<file path="src/rtl/multicycle_control_unit.sv">
// rtl/multicycle_control_unit.sv - multi-cycle control FSM for the KGP-RISC datapath
module multicycle_control_unit #(
  parameter int COUNT_WIDTH = 16
) (
  input  logic                   clk,
  input  logic                   rst,
  input  logic [5:0]             opcode,
  input  logic [4:0]             func,
  input  logic                   rs_zero,
  input  logic                   mem_ack,
  output logic                   mem_req,
  output logic                   mem_we,
  output logic                   addr_sel,
  output logic                   ir_write,
  output logic                   pc_write,
  output logic [1:0]             pc_src,
  output logic                   alu_src_imm,
  output logic [4:0]             alu_op,
  output logic                   reg_write,
  output logic                   wb_sel,
  output logic                   halted,
  output logic                   illegal_op,
  output logic [2:0]             state,
  output logic [COUNT_WIDTH-1:0] instr_count
);

  typedef enum logic [2:0] {
    S_FETCH  = 3'd0,
    S_DECODE = 3'd1,
    S_EXEC   = 3'd2,
    S_MEM    = 3'd3,
    S_WB     = 3'd4,
    S_HALT   = 3'd5
  } state_t;

  localparam logic [5:0] OP_R    = 6'd0;
  localparam logic [5:0] OP_ADDI = 6'd1;
  localparam logic [5:0] OP_LW   = 6'd2;
  localparam logic [5:0] OP_SW   = 6'd3;
  localparam logic [5:0] OP_BZ   = 6'd4;
  localparam logic [5:0] OP_J    = 6'd5;
  localparam logic [5:0] OP_HALT = 6'd6;

  state_t                 state_q, state_d;
  logic [5:0]             opc_q, opc_d;
  logic [4:0]             func_q, func_d;
  logic                   illegal_q, illegal_d;
  logic [COUNT_WIDTH-1:0] count_q, count_d;

  always_comb begin
    state_d     = state_q;
    opc_d       = opc_q;
    func_d      = func_q;
    illegal_d   = illegal_q;
    count_d     = count_q;
    mem_req     = 1'b0;
    mem_we      = 1'b0;
    addr_sel    = 1'b0;
    ir_write    = 1'b0;
    pc_write    = 1'b0;
    pc_src      = 2'd0;
    alu_src_imm = 1'b0;
    alu_op      = 5'd0;
    reg_write   = 1'b0;
    wb_sel      = 1'b0;
    case (state_q)
      S_FETCH: begin
        mem_req = 1'b1;
        if (mem_ack) begin
          ir_write = 1'b1;
          pc_write = 1'b1;
          state_d  = S_DECODE;
        end
      end
      S_DECODE: begin
        // Later states only see the latched fields; the decoder may move on.
        opc_d  = opcode;
        func_d = func;
        if (opcode <= OP_J) begin
          state_d = S_EXEC;
        end else begin
          state_d = S_HALT;
          if (opcode != OP_HALT) illegal_d = 1'b1;
        end
      end
      S_EXEC: begin
        case (opc_q)
          OP_R: begin
            alu_op  = func_q;
            state_d = S_WB;
          end
          OP_ADDI: begin
            alu_src_imm = 1'b1;
            state_d     = S_WB;
          end
          OP_LW, OP_SW: begin
            alu_src_imm = 1'b1;
            state_d     = S_MEM;
          end
          OP_BZ: begin
            pc_write = rs_zero;
            pc_src   = 2'd1;
            state_d  = S_FETCH;
          end
          default: begin
            pc_write = 1'b1;
            pc_src   = 2'd2;
            state_d  = S_FETCH;
          end
        endcase
      end
      S_MEM: begin
        mem_req  = 1'b1;
        addr_sel = 1'b1;
        mem_we   = (opc_q == OP_SW);
        if (mem_ack) state_d = (opc_q == OP_SW) ? S_FETCH : S_WB;
      end
      S_WB: begin
        reg_write = 1'b1;
        wb_sel    = (opc_q == OP_LW);
        state_d   = S_FETCH;
      end
      S_HALT: state_d = S_HALT;
      default: state_d = S_FETCH;
    endcase
    if (state_d == S_FETCH && (state_q == S_EXEC || state_q == S_MEM || state_q == S_WB))
      count_d = count_q + COUNT_WIDTH'(1);
    // Reset wins over any ack seen in the same cycle, so nothing commits.
    if (rst) begin
      mem_req     = 1'b0;
      mem_we      = 1'b0;
      addr_sel    = 1'b0;
      ir_write    = 1'b0;
      pc_write    = 1'b0;
      pc_src      = 2'd0;
      alu_src_imm = 1'b0;
      alu_op      = 5'd0;
      reg_write   = 1'b0;
      wb_sel      = 1'b0;
    end
  end

  always_ff @(posedge clk) begin
    if (rst) begin
      state_q   <= S_FETCH;
      opc_q     <= 6'd0;
      func_q    <= 5'd0;
      illegal_q <= 1'b0;
      count_q   <= '0;
    end else begin
      state_q   <= state_d;
      opc_q     <= opc_d;
      func_q    <= func_d;
      illegal_q <= illegal_d;
      count_q   <= count_d;
    end
  end

  assign halted      = (state_q == S_HALT);
  assign illegal_op  = illegal_q;
  assign state       = state_q;
  assign instr_count = count_q;

endmodule

</file>
<file path="config.mk">
export PLATFORM = sky130hd
export DESIGN_NAME = multicycle_control_unit
export DESIGN_NICKNAME = d
export VERILOG_FILES = /design/src/rtl/multicycle_control_unit.sv
export SDC_FILE = /design/constraint.sdc
export NUM_CORES = 1
export LEC_CHECK = 0
export CORE_MARGIN = 10
export CORE_UTILIZATION = 46
export DETAILED_ROUTE_END_ITERATION = 6
export PLACE_DENSITY = 0.85
export SLEW_MARGIN = 15
export SYNTH_ARGS = -nofsm -noshare
export SYNTH_HDL_FRONTEND = slang
export SYNTH_SLANG_ARGS = --single-unit
</file>
<file path="constraint.sdc">
create_clock -name clk -period 2.5 [get_ports clk]
set_input_delay 0.75 -clock clk [delete_from_list [all_inputs] [get_ports clk]]
set_output_delay 0.75 -clock clk [all_outputs]
set_load 0.05 [all_outputs]
</file>
==> impl_metrics.csv <==
group,metric,value,unit
floorplanning,ios,51,
timing,timing.slew.headroom,65.2,%
power_and_ir_drop,p_leak,1.11,nW
synthesis,netlist_instances,195,
routing,vias,1873,
layout,n_antenna_cell,0,
global_routing,antenna_found_initial,0,
status,violations,"negative setup slack",
worst_setup_path,path_buf_inv,2,
synthesis,synth_most_common_cell,"dfxtp_1",
placed_design,gp_congestion,0.782,
synthesis,synthArstFlopShare,0,%
floorplanning,die_area,0.00632,mm²
clock_network,cts_hold_buf,0,
placed_design,hpwl,3730,µm
routing,wirelength,5940,µm
layout,final_util,83.9,%
power_and_ir_drop,p_total,1.20,mW
clock_network,clkTransAtPathRegs,100,ps
global_routing,grt_pass1_wl,9590,µm
routing,viasPerCell,5.66,
power_and_ir_drop,powerDensity,422,mW/mm²
timing,rsz0062_at_grt,"yes",
synthesis,synth-seq-area-share,38.1,%
worst_hold_path,hp-class,"register to register",
synthesis,synth_top_area_cell,"dfxtp_1",
floorplanning,rows,21,
routing,drtIter0Drc,137,
timing,period_share,102,%
placed_design,io_buffers,50,
routing,drt_first_pass_iters,4,
synthesis,syn_area,0.00163,mm²
layout,area_growth,74.7,%
synthesis,avgSynthCellArea,8.35,µm²
global_routing,grt_max_degree,22,
global_routing,gr-total-overflow,0,
clock_network,cts_buffer_depth,2,
power_and_ir_drop,ir_worst_vdd,0.368,mV
synthesis,synth_edf_count,0,
routing,wl_per_cell,18.0,µm
synthesis,ys.flop_type,"dfxtp_1",
timing,slew_viol_final,0,
worst_setup_path,crit_path_max_fanout,4,
clock_network,cts_tree,"yes",
global_routing,track_usage,18.7,%
timing,setup_violations,8,
layout,fin_nets,300,
timing,timing.hold.ws,494,ps
synthesis,synthDistinctLibCells,38,
clock_network,cts_made_buffers,5,
clock_network,clkSinkCount,31,
layout,instances_no_fill,331,
floorplanning,start_util,48.0,%
status,status,"finished, violations left",
worst_setup_path,slowest_delay,410,ps
synthesis,synth.area.top_cells,"dfxtp_1 38%, mux2i_1 6.8%, nor2_1 6.5%",
timing,finalHoldViolCount,0,
timing,fmax,392,MHz
worst_setup_path,critPathKind,"register to output pin",
placed_design,dp_cells,308,
synthesis,synth_common_cells,"31 x dfxtp_1, 28 x nor2_1, 15 x a21oi_1",
floorplanning,core-area,0.00339,mm²
worst_setup_path,critical_path_required,1750,ps
timing,worst_slew_pin_slew,520,ps
clock_network,clk_latency,340,ps
layout,drive_gt1_share,36.8,%
worst_setup_path,cpMaxStageDelayCell,"nor4_4",
worst_setup_path,crit_chain,"nor4_4 > buf_4 > nand2_4 > nor3b_4 > buf_12",
synthesis,synth_nets,211,
synthesis,yosys_warnings,0,
clock_network,cts_root_buffer,"clkbuf_4",
flow_run,drv_cap,0,
global_routing,grt_pass1_vias,1943,
worst_setup_path,critical-path-top-delay-family,"simple AND/OR/NAND/NOR gates",
routing,route.detailed.drc,0,
floorplanning,die_h,79.5,µm
timing,clock_skew,6.94,ps
clock_network,htree_levels,2,
synthesis,ys_seq_elements,31,
timing,layout_min_cycle_time,2550,ps
worst_setup_path,cp-start-kind,"register",
worst_setup_path,critPathCaptureType,"output pin",
routing,ant_nets,0,
worst_setup_path,cp_data_arrival_time,1800,ps
placed_design,dpl_worst_slack,-417,ps
synthesis,synth.top_cell.area_share,38.1,%
floorplanning,chipWidth,79.5,µm
timing,setup_slack,-51.0,ps
[cells by family (layout without fill, tap and decap cells)]
kind of cell / Yosys count / after routing / synth area share (%)
simple gates: 91 / 91 / 30.9
compound gates: 43 / 43 / 17.2
flops: 31 / 31 / 38.1
buf+inv: 15 / 105 / 4.15
mux: 14 / 14 / 8.84
fa+ha+maj: 1 / 1 / 0.769
[final timing paths]
path,startpoint,endpoint,slack (ps),cells past startpoint
worst min-delay path,instr_count[15],instr_count[15],490,2
worst max register to register,opc_q[3],instr_count[13],50,9
worst min register to register,instr_count[15],instr_count[15],490,2
worst max-delay path,opc_q[3],wb_sel,-50,5
[final cells by class]
type,count,area (µm²)
clock buffer,8,68.8
fill,188,546
inverter,3,11.3
multi-input combinational,149,1070
sequential,31,638
tap,46,57.6
timing repair buffer,94,993
[sequential cells by signal (all words and copies together), names as in the netlist]
register     cells
func_q           5
illegal_op       1
instr_count     16
opc_q            6
state            3
[per-stage QoR]
stage,cell area (µm²),setup TNS (ps)
floorplan,1740,-379
global placement,2600,-9260
detailed placement,2600,-10070
CTS,2790,-157
global route,2840,-908
finish,2840,-134
[layout by cell type (no fill, tap or decap), drive strengths merged, types with 6 or more instances in the layout]
cell / n
clkbuf: 9
buf: 60
clkdlybuf4s50: 26
nand2: 10
o31ai: 10
o21ai: 6
dfxtp: 31
or4: 10
mux2i: 11
nor2: 28
nor3: 7
a21oi: 15
[metal layers]
metal  wire length [µm]  share of wire (%)  up-vias  track usage (%)
met3                367                6.2       18             6.53
li1                   -                  -      899                -
met1               2360                 40      885             19.6
met2               3020                 51       71             32.5
met4                187                3.1        0             8.78
met5                  0                  0        -                0
[worst reg2reg max path, cell delays in order, from the launching register on]
cell and delay [ps]:
dfxtp_2 360, nor4_4 410, buf_4 210, buf_4 120, a31o_1 170, o221ai_2 140
buf_12 170, buf_2 150, or4_4 520, a21oi_2 130
[timing repair]
| item | CTS | global route |
|---|---|---|
| gates cloned | 0 | 0 |
| endpoints found under the setup margin | 25 | 18 |
| buffers inserted | 10 | 5 |
| pin swaps | 14 | 12 |
| resized for setup | 23 | 8 |
[report_power, final]
group / switching, mW / internal (mW) / leakage [nW]
logic: 0.171 / 0.154 / 0.814
clock network: 0.179 / 0.165 / 0.0386
registers: 0.0197 / 0.511 / 0.255
Power figures use the tool's default switching activity.
